File: config.mk
export PLATFORM = sky130hd
export DESIGN_NAME = pipe_stage_reg
export DESIGN_NICKNAME = d
export VERILOG_FILES = /design/src/rtl/pipe_stage_pkg.sv /design/src/rtl/pipe_stage_reg_sat_counter.sv /design/src/rtl/pipe_stage_reg.sv
export SDC_FILE = /design/constraint.sdc
export NUM_CORES = 1
export LEC_CHECK = 0
export CORE_MARGIN = 8
export CORE_UTILIZATION = 39
export CTS_CLUSTER_DIAMETER = 80
export DETAILED_ROUTE_END_ITERATION = 12
export PLACE_DENSITY = 0.74
export SLEW_MARGIN = 20
export SYNTH_ARGS = -nofsm -noshare
export SYNTH_HDL_FRONTEND = slang
export SYNTH_SLANG_ARGS = --single-unit
File: constraint.sdc
create_clock -name clk -period 3.9 [get_ports clk]
set_input_delay 0.78 -clock clk [delete_from_list [all_inputs] [get_ports clk]]
set_output_delay 0.78 -clock clk [all_outputs]
set_load 0.03 [all_outputs]
File: src/rtl/pipe_stage_pkg.sv
// pipe_stage_pkg: shared state encoding and default NOP for the handshaked pipeline stage register.
package pipe_stage_pkg;

    typedef enum logic [1:0] {
        ST_EMPTY = 2'd0,
        ST_FULL  = 2'd1,
        ST_SKID  = 2'd2
    } state_e;

    // sll $0,$0,0 encodes as all zeros
    localparam logic [31:0] NOP_DEFAULT = 32'h0000_0000;

endpackage

File: src/rtl/pipe_stage_reg_sat_counter.sv
// sat_counter: width-parametrised saturating up-counter with asynchronous active-high reset.
module sat_counter #(
    parameter int unsigned W = 16
) (
    input  logic         clk,
    input  logic         rst,
    input  logic         inc_i,
    output logic [W-1:0] cnt_o
);

    logic [W-1:0] cnt_q, cnt_d;

    assign cnt_d = (inc_i && !(&cnt_q)) ? cnt_q + W'(1) : cnt_q;

    always_ff @(posedge clk or posedge rst) begin
        if (rst) cnt_q <= '0;
        else     cnt_q <= cnt_d;
    end

    assign cnt_o = cnt_q;

endmodule

File: src/rtl/pipe_stage_reg.sv
// pipe_stage_reg: IF/ID-style valid/ready stage with a 2-entry skid buffer, stall and flush.
// Define PIPE_STAGE_PERF_EN to add saturating stall/bubble performance counters.
module pipe_stage_reg
    import pipe_stage_pkg::*;
#(
    parameter int unsigned         INSTR_W  = 32,
    parameter int unsigned         PC_W     = 32,
    parameter logic [INSTR_W-1:0]  NOP_WORD = INSTR_W'(NOP_DEFAULT),
    parameter int unsigned         CNT_W    = 16
) (
    input  logic               clk,
    input  logic               reset,
    input  logic               in_valid,
    output logic               in_ready,
    input  logic [INSTR_W-1:0] in_instr,
    input  logic [PC_W-1:0]    in_pc4,
    input  logic               stall,
    input  logic               flush,
    output logic               out_valid,
    input  logic               out_ready,
    output logic [INSTR_W-1:0] out_instr,
    output logic [PC_W-1:0]    out_pc4
`ifdef PIPE_STAGE_PERF_EN
    ,
    output logic [CNT_W-1:0]   perf_stall_cnt,
    output logic [CNT_W-1:0]   perf_bubble_cnt
`endif
);

    state_e             state_q, state_d;
    logic [INSTR_W-1:0] main_instr_q, main_instr_d, skid_instr_q, skid_instr_d;
    logic [PC_W-1:0]    main_pc4_q, main_pc4_d, skid_pc4_q, skid_pc4_d;
    logic               in_ready_q, in_ready_d;
    logic               accept, drain;

    assign accept = in_valid & in_ready_q & ~flush;
    assign drain  = out_valid & out_ready & ~stall;

    always_ff @(posedge clk or posedge reset) begin
        if (reset) begin
            state_q      <= ST_EMPTY;
            main_instr_q <= NOP_WORD;
            main_pc4_q   <= '0;
            skid_instr_q <= NOP_WORD;
            skid_pc4_q   <= '0;
            in_ready_q   <= 1'b1;
        end else begin
            state_q      <= state_d;
            main_instr_q <= main_instr_d;
            main_pc4_q   <= main_pc4_d;
            skid_instr_q <= skid_instr_d;
            skid_pc4_q   <= skid_pc4_d;
            in_ready_q   <= in_ready_d;
        end
    end

    always_comb begin
        state_d      = state_q;
        main_instr_d = main_instr_q;
        main_pc4_d   = main_pc4_q;
        skid_instr_d = skid_instr_q;
        skid_pc4_d   = skid_pc4_q;
        if (flush) begin
            state_d      = ST_EMPTY;
            main_instr_d = NOP_WORD;
            main_pc4_d   = '0;
            skid_instr_d = NOP_WORD;
            skid_pc4_d   = '0;
        end else begin
            case (state_q)
                ST_EMPTY: if (accept) begin
                    state_d      = ST_FULL;
                    main_instr_d = in_instr;
                    main_pc4_d   = in_pc4;
                end
                ST_FULL: if (accept && drain) begin
                    main_instr_d = in_instr;
                    main_pc4_d   = in_pc4;
                end else if (accept) begin
                    state_d      = ST_SKID;
                    skid_instr_d = in_instr;
                    skid_pc4_d   = in_pc4;
                end else if (drain) begin
                    state_d      = ST_EMPTY;
                    main_instr_d = NOP_WORD;
                    main_pc4_d   = '0;
                end
                // in_ready is low here, so the skid entry only ever moves forward
                ST_SKID: if (drain) begin
                    state_d      = ST_FULL;
                    main_instr_d = skid_instr_q;
                    main_pc4_d   = skid_pc4_q;
                    skid_instr_d = NOP_WORD;
                    skid_pc4_d   = '0;
                end
                default: state_d = ST_EMPTY;
            endcase
        end
        in_ready_d = (state_d != ST_SKID);
    end

    always_comb begin
        in_ready  = in_ready_q;
        out_valid = (state_q != ST_EMPTY);
        out_instr = out_valid ? main_instr_q : NOP_WORD;
        out_pc4   = out_valid ? main_pc4_q : '0;
    end

`ifdef PIPE_STAGE_PERF_EN
    sat_counter #(.W(CNT_W)) u_stall_cnt (
        .clk   (clk),
        .rst   (reset),
        .inc_i (out_valid & stall),
        .cnt_o (perf_stall_cnt)
    );

    sat_counter #(.W(CNT_W)) u_bubble_cnt (
        .clk   (clk),
        .rst   (reset),
        .inc_i ((~out_valid & ~stall) | flush),
        .cnt_o (perf_bubble_cnt)
    );
`endif

endmodule

=== Yosys cells after proc, flatten, opt, wreduce, memory -nomap -nowiden ===
Cells that the tools add are included.

* Register bits after elaboration: 131
* Latch bits: 0
* Memory bits (writable): 0
* Memory bits (read-only): 0
* Bits of input ports: 70
* Output and inout port bits: 66
* Word-level logic and storage cells: 55
* Memories: 0

* $add $sub $neg: 0
* $mul: 0
* Divide/modulo/power cells: 0
* $lt $le $gt $ge: 0
* Equality and inequality tests: 9
* Shift operators: 0
* Multiplexer cells: 27
* Bitwise logic cells: 6
* Reductions and logical operators: 7

{| class="wikitable"
|+ Operator list
! operator !! count
|-
| $mux W32 || 16
|-
| $pmux W32 S3 || 2
|-
| $pmux W32 S2 || 2
|-
| $mux W2 || 6
|-
| $ne A3 B3 Y1 const B || 4
|-
| $ne A4 B4 Y1 const B || 2
|-
| $pmux W2 S3 || 1
|-
| $reduce_and A5 Y1 || 1
|-
| $and A1 B1 Y1 || 4
|-
| $reduce_and A4 Y1 || 1
|-
| $reduce_bool A4 Y1 || 1
|-
| $reduce_bool A3 Y1 || 1
|-
| $eq A2 B1 Y1 const B || 1
|-
| $eq A2 B2 Y1 const B || 1
|-
| $logic_not A2 Y1 || 1
|-
| $ne A2 B2 Y1 const B || 1
|-
| $not A1 Y1 || 2
|-
| $reduce_bool A2 Y1 || 1
|-
| $logic_and A1 B1 Y1 || 1
|}

=== Logic depth before layout (Yosys ltp) ===
Gate-level depths: netlist of run 1.

* Depth after elaboration: 9
* Mapped depth: 8
* Gate-level depth less buffers: 6

=== Worst setup path after synthesis of run 1 ===
No wires, ideal clock.

* Kind: reg-to-output
* Start point: register state_q[0]
* End point: output out_instr[10]
* Data arrival time: 1574 ps
* Required time: 3120 ps
* Path slack: 1546 ps
* Cell stages (with the launch flop): 6
* Cell sequence: dfrtp_1 -> inv_1 -> ha_1 -> clkbuf_1 -> clkbuf_1 -> nor2b_1

* Longest elaborated chain between the ends: 2

{| class="wikitable"
|+ Ends and longest elaborated chain
! item !! RTL line !! source
|-
| start: declaration || pipe_stage_reg.sv:30 || <nowiki>state_e state_q, state_d;</nowiki>
|-
| start signal: assignment || pipe_stage_reg.sv:48 || <nowiki>state_q <= state_d;</nowiki>
|-
| $reduce_bool A2 Y1 || pipe_stage_reg.sv:104 || <nowiki>out_valid = (state_q != ST_EMPTY);</nowiki>
|-
| $mux W32 || pipe_stage_reg.sv:105 || <nowiki>out_instr = out_valid ? main_instr_q : NOP_WORD;</nowiki>
|-
| end: declaration || pipe_stage_reg.sv:21 || <nowiki>output logic [INSTR_W-1:0] out_instr,</nowiki>
|}

No other way between the ends.

=== Final worst setup path of run 1 ===
* Start point: register state_q[0]
* End point: output out_pc4[5]

* Longest elaborated chain between the ends: 2

{| class="wikitable"
|+ Ends and longest elaborated chain
! item !! RTL line !! source
|-
| $reduce_bool A2 Y1 || pipe_stage_reg.sv:104 ||
|-
| $mux W32 || pipe_stage_reg.sv:106 || <nowiki>out_pc4 = out_valid ? main_pc4_q : '0;</nowiki>
|-
| end: declaration || pipe_stage_reg.sv:22 || <nowiki>output logic [PC_W-1:0] out_pc4</nowiki>
|}

No other way between the ends.

==> results of run 1 <==
-- path summary, 6_finish.rpt --
| path | to | slack (ns) | depth (start not counted) |
|---|---|---|---|
| max in group asynchronous | main_instr_q[6] | 2.37 | 3 |
| worst max register to register | skid_instr_q[28] | 0.86 | 8 |
| min in group asynchronous | skid_pc4_q[14] | 0.88 | 3 |
| worst min register to register | main_pc4_q[9] | 0.48 | 1 |
| worst max-delay path | out_pc4[5] | 0.52 | 5 |
| worst min-delay path | main_pc4_q[9] | 0.48 | 1 |
-- final cells by class --
class,instances,area (um^2)
Fill cell,1558,8250
Sequential cell,131,3280
Multi-Input combinational cell,416,3080
Timing Repair Buffer,150,1500
Clock buffer,20,457
Tap cell,225,282
Inverter,69,263
Clock inverter,12,179
-- placed cells by master (no fill, tap or decap), types with 12 or more instances in the layout --
master / Yosys / routed
clkdlybuf4s50_1: 0 / 135
o2bb2ai_1: 64 / 64
clkbuf_16: 0 / 17
buf_4: 1 / 12
nand2_1: 64 / 64
inv_1: 69 / 68
mux2i_1: 65 / 65
dfrtp_1: 130 / 130
a221oi_1: 64 / 64
nor2b_1: 128 / 128
-- critical path, delay by kind of cell, from the launching register on --
family	cells	cell delay (ns)
buffers and inverters	3	1.01
adders and majority gates	1	0.66
DFF	1	0.42
and+or+nand+nor	1	0.07
-- power breakdown --
group / leakage [nW] / switching [mW] / internal, mW
clock: 0.303 / 0.601 / 1.11
combinational: 1.81 / 0.380 / 0.300
sequential: 1.73 / 0.0782 / 1.50
-- flip-flops by register name (all words and copies together) (netlist names) --
register and cells:
skid_pc4_q 32, in_ready 1, skid_instr_q 32, main_pc4_q 32
state_q 2, main_instr_q 32
-- metal layers --
| metal | track usage, % | routed length, um | up-vias |
|---|---|---|---|
| met5 | 0 | 0 | - |
| met4 | 4.14 | 147 | 0 |
| met3 | 4.73 | 988 | 10 |
| met2 | 26.2 | 8330 | 144 |
| met1 | 22.3 | 8680 | 2610 |
| li1 | - | - | 2564 |
-- stage by stage --
| stage | setup slack (ns) | util (%) |
|---|---|---|
| CTS | 0.465 | 52.3 |
| global placement | 0.902 | 48.6 |
| floorplan | 1.50 | - |
| global route | 0.370 | 52.3 |
| finish | 0.525 | 52.3 |
| detailed placement | 0.858 | 48.6 |
-- logic make-up (layout without fill, tap and decap cells) --
| logic type | count (synthesis) | in the layout | synth area share (%) |
|---|---|---|---|
| simple gates | 211 | 211 | 17.0 |
| compound gates | 135 | 135 | 16.9 |
| flops | 131 | 131 | 47.7 |
| buf+inv | 123 | 251 | 8.11 |
| mux | 65 | 65 | 9.45 |
| fa+ha+maj | 4 | 4 | 0.727 |
| xor+xnor | 1 | 1 | 0.127 |
==> flow_metrics.env, run 1 <==
export IMPL_p_leak_nw=3.84
export IMPL_worstSetupStartpointType="flip-flop"
export IMPL_status="finished, final reports clean"
export IMPL_port_buffers=135
export IMPL_period_needed_ns=3.38
export IMPL_synth_most_common_cell="dfrtp_1"
export IMPL_grt_setup_unrepaired="false"
export IMPL_drv_slew=0
export IMPL_tns_ns=0
export IMPL_powerDensity_nw_per_um2=438
export IMPL_hp_start="main_pc4_q[9]"
export IMPL_startpoint="state_q[0]"
export IMPL_place_gp_congestion=0.725
export IMPL_overflow=0
export IMPL_routed_wl_um=18100
export IMPL_worstSetupEndpointType="output port"
export IMPL_root_buffer="clkbuf_16"
export IMPL_cts_setup_buffers=0
export IMPL_cts_tree="done"
export IMPL_slowest_delay_ns=0.66
export IMPL_path_clk_slew_ns=0.06
export IMPL_layout_nets=859
export IMPL_post_synth_inst_count=670
export IMPL_arrival_ns=2.60
export IMPL_n_antenna_cell=0
export IMPL_antenna_found_initial=0
export IMPL_ant_nets=0
export IMPL_via_count=5328
export IMPL_grt_max_degree=132
export IMPL_avgViaCountPerCell=5.21
export IMPL_grt_pass1_wl_um=29700
export IMPL_fin_total_pwr_mw=3.96
export IMPL_whs_ns=0.476
export IMPL_ys_flop_type="dfrtp_1"
export IMPL_worstPathCellList="inv_1 -> ha_2 -> buf_12 -> nor2b_1 -> clkdlybuf4s50_1"
export IMPL_irDropWorstVdd_uv=271
export IMPL_ys_types=32
export IMPL_clk_path_buf_depth=2
export IMPL_design_area_um2=9040
export IMPL_die_area_um2=22200
export IMPL_cts_sinks=131
export IMPL_synth_edf_count=0
export IMPL_ys_seq_area_share_pct=47.7
export IMPL_die_h_um=149
export IMPL_fin_cells=1023
export IMPL_drive_gt1_share_pct=7.27
export IMPL_syn2layout_area_growth_pct=31.4
export IMPL_htree_num_levels=4
export IMPL_yosys_register_bits=131
export IMPL_dp_hpwl_um=11400
export IMPL_cts_resized=0
export IMPL_yosysTopAreaCell="dfrtp_1"
export IMPL_pin_count=136
export IMPL_start_util_pct=39.8
export IMPL_netlist_area_leader_share_pct=47.3
export IMPL_syn_nets=744
export IMPL_ctsHoldBuffers=0
export IMPL_cts_made_buffers=17
export IMPL_critical_path_slowest_cell="ha_2"
export IMPL_grt_pass1_vias=5446
export IMPL_syn_cell_area_um2=6880
export IMPL_firstDrtPassIters=5
export IMPL_finalHoldViolCount=0
export IMPL_crit_path_max_fanout=36
export IMPL_fp_dieW_um=149
export IMPL_std_cell_rows=48
export IMPL_yosys_warnings=0
export IMPL_synth_area_leaders="dfrtp_1, nor2b_1, mux2i_1, a221oi_1, o2bb2ai_1"
export IMPL_r2r_start="state_q[0]"
export IMPL_wl_per_cell_um=17.7
export IMPL_crit_type="reg2out"
export IMPL_finalSetupViolCount=0
export IMPL_fmax_mhz=296
export IMPL_core_area_um2=17300
export IMPL_skew_ns=0.0149
export IMPL_hp_class="reg2reg"
export IMPL_initialDrtViolationCount=319
export IMPL_crit_required_ns=3.12
export IMPL_clk_insertion_delay_late_ns=0.42
export IMPL_maxCapViolCount=0
export IMPL_relSlewSlack_pct=47.7
export IMPL_drc_errors=0
export IMPL_worstMarginPinSlew_ns=0.784
export IMPL_grt_use_total_pct=16.7
export IMPL_period_share_pct=86.5
export IMPL_dpl_cell_count=991
export IMPL_placed_area_um2=8410
export IMPL_avgSynthCellArea_um2=10.3
export IMPL_synthTopCellsByCount="dfrtp_1, nor2b_1, inv_1"
export IMPL_synthArstFlopShare_pct=100
No activity file was read; power rests on OpenSTA's default activity.
==> inputs of run 2 (changes only) <==
--- a/config.mk
+++ b/config.mk
@@ -9,6 +9,7 @@
 export CORE_UTILIZATION = 39
 export CTS_CLUSTER_DIAMETER = 80
 export DETAILED_ROUTE_END_ITERATION = 12
+export GPL_ROUTABILITY_DRIVEN = 0
 export PLACE_DENSITY = 0.74
 export SLEW_MARGIN = 20
 export SYNTH_ARGS = -nofsm -noshare
==> results of run 2 <==
No change in the layout: final DEF, timing and power equal those of run 1.
==> inputs of run 3 (changes only) <==
--- a/config.mk
+++ b/config.mk
@@ -11,6 +11,7 @@
 export DETAILED_ROUTE_END_ITERATION = 12
 export GPL_ROUTABILITY_DRIVEN = 0
 export PLACE_DENSITY = 0.74
+export SETUP_SLACK_MARGIN = 0.2
 export SLEW_MARGIN = 20
 export SYNTH_ARGS = -nofsm -noshare
 export SYNTH_HDL_FRONTEND = slang
==> results of run 3 <==
No change in the layout: final DEF, timing and power equal those of run 1.
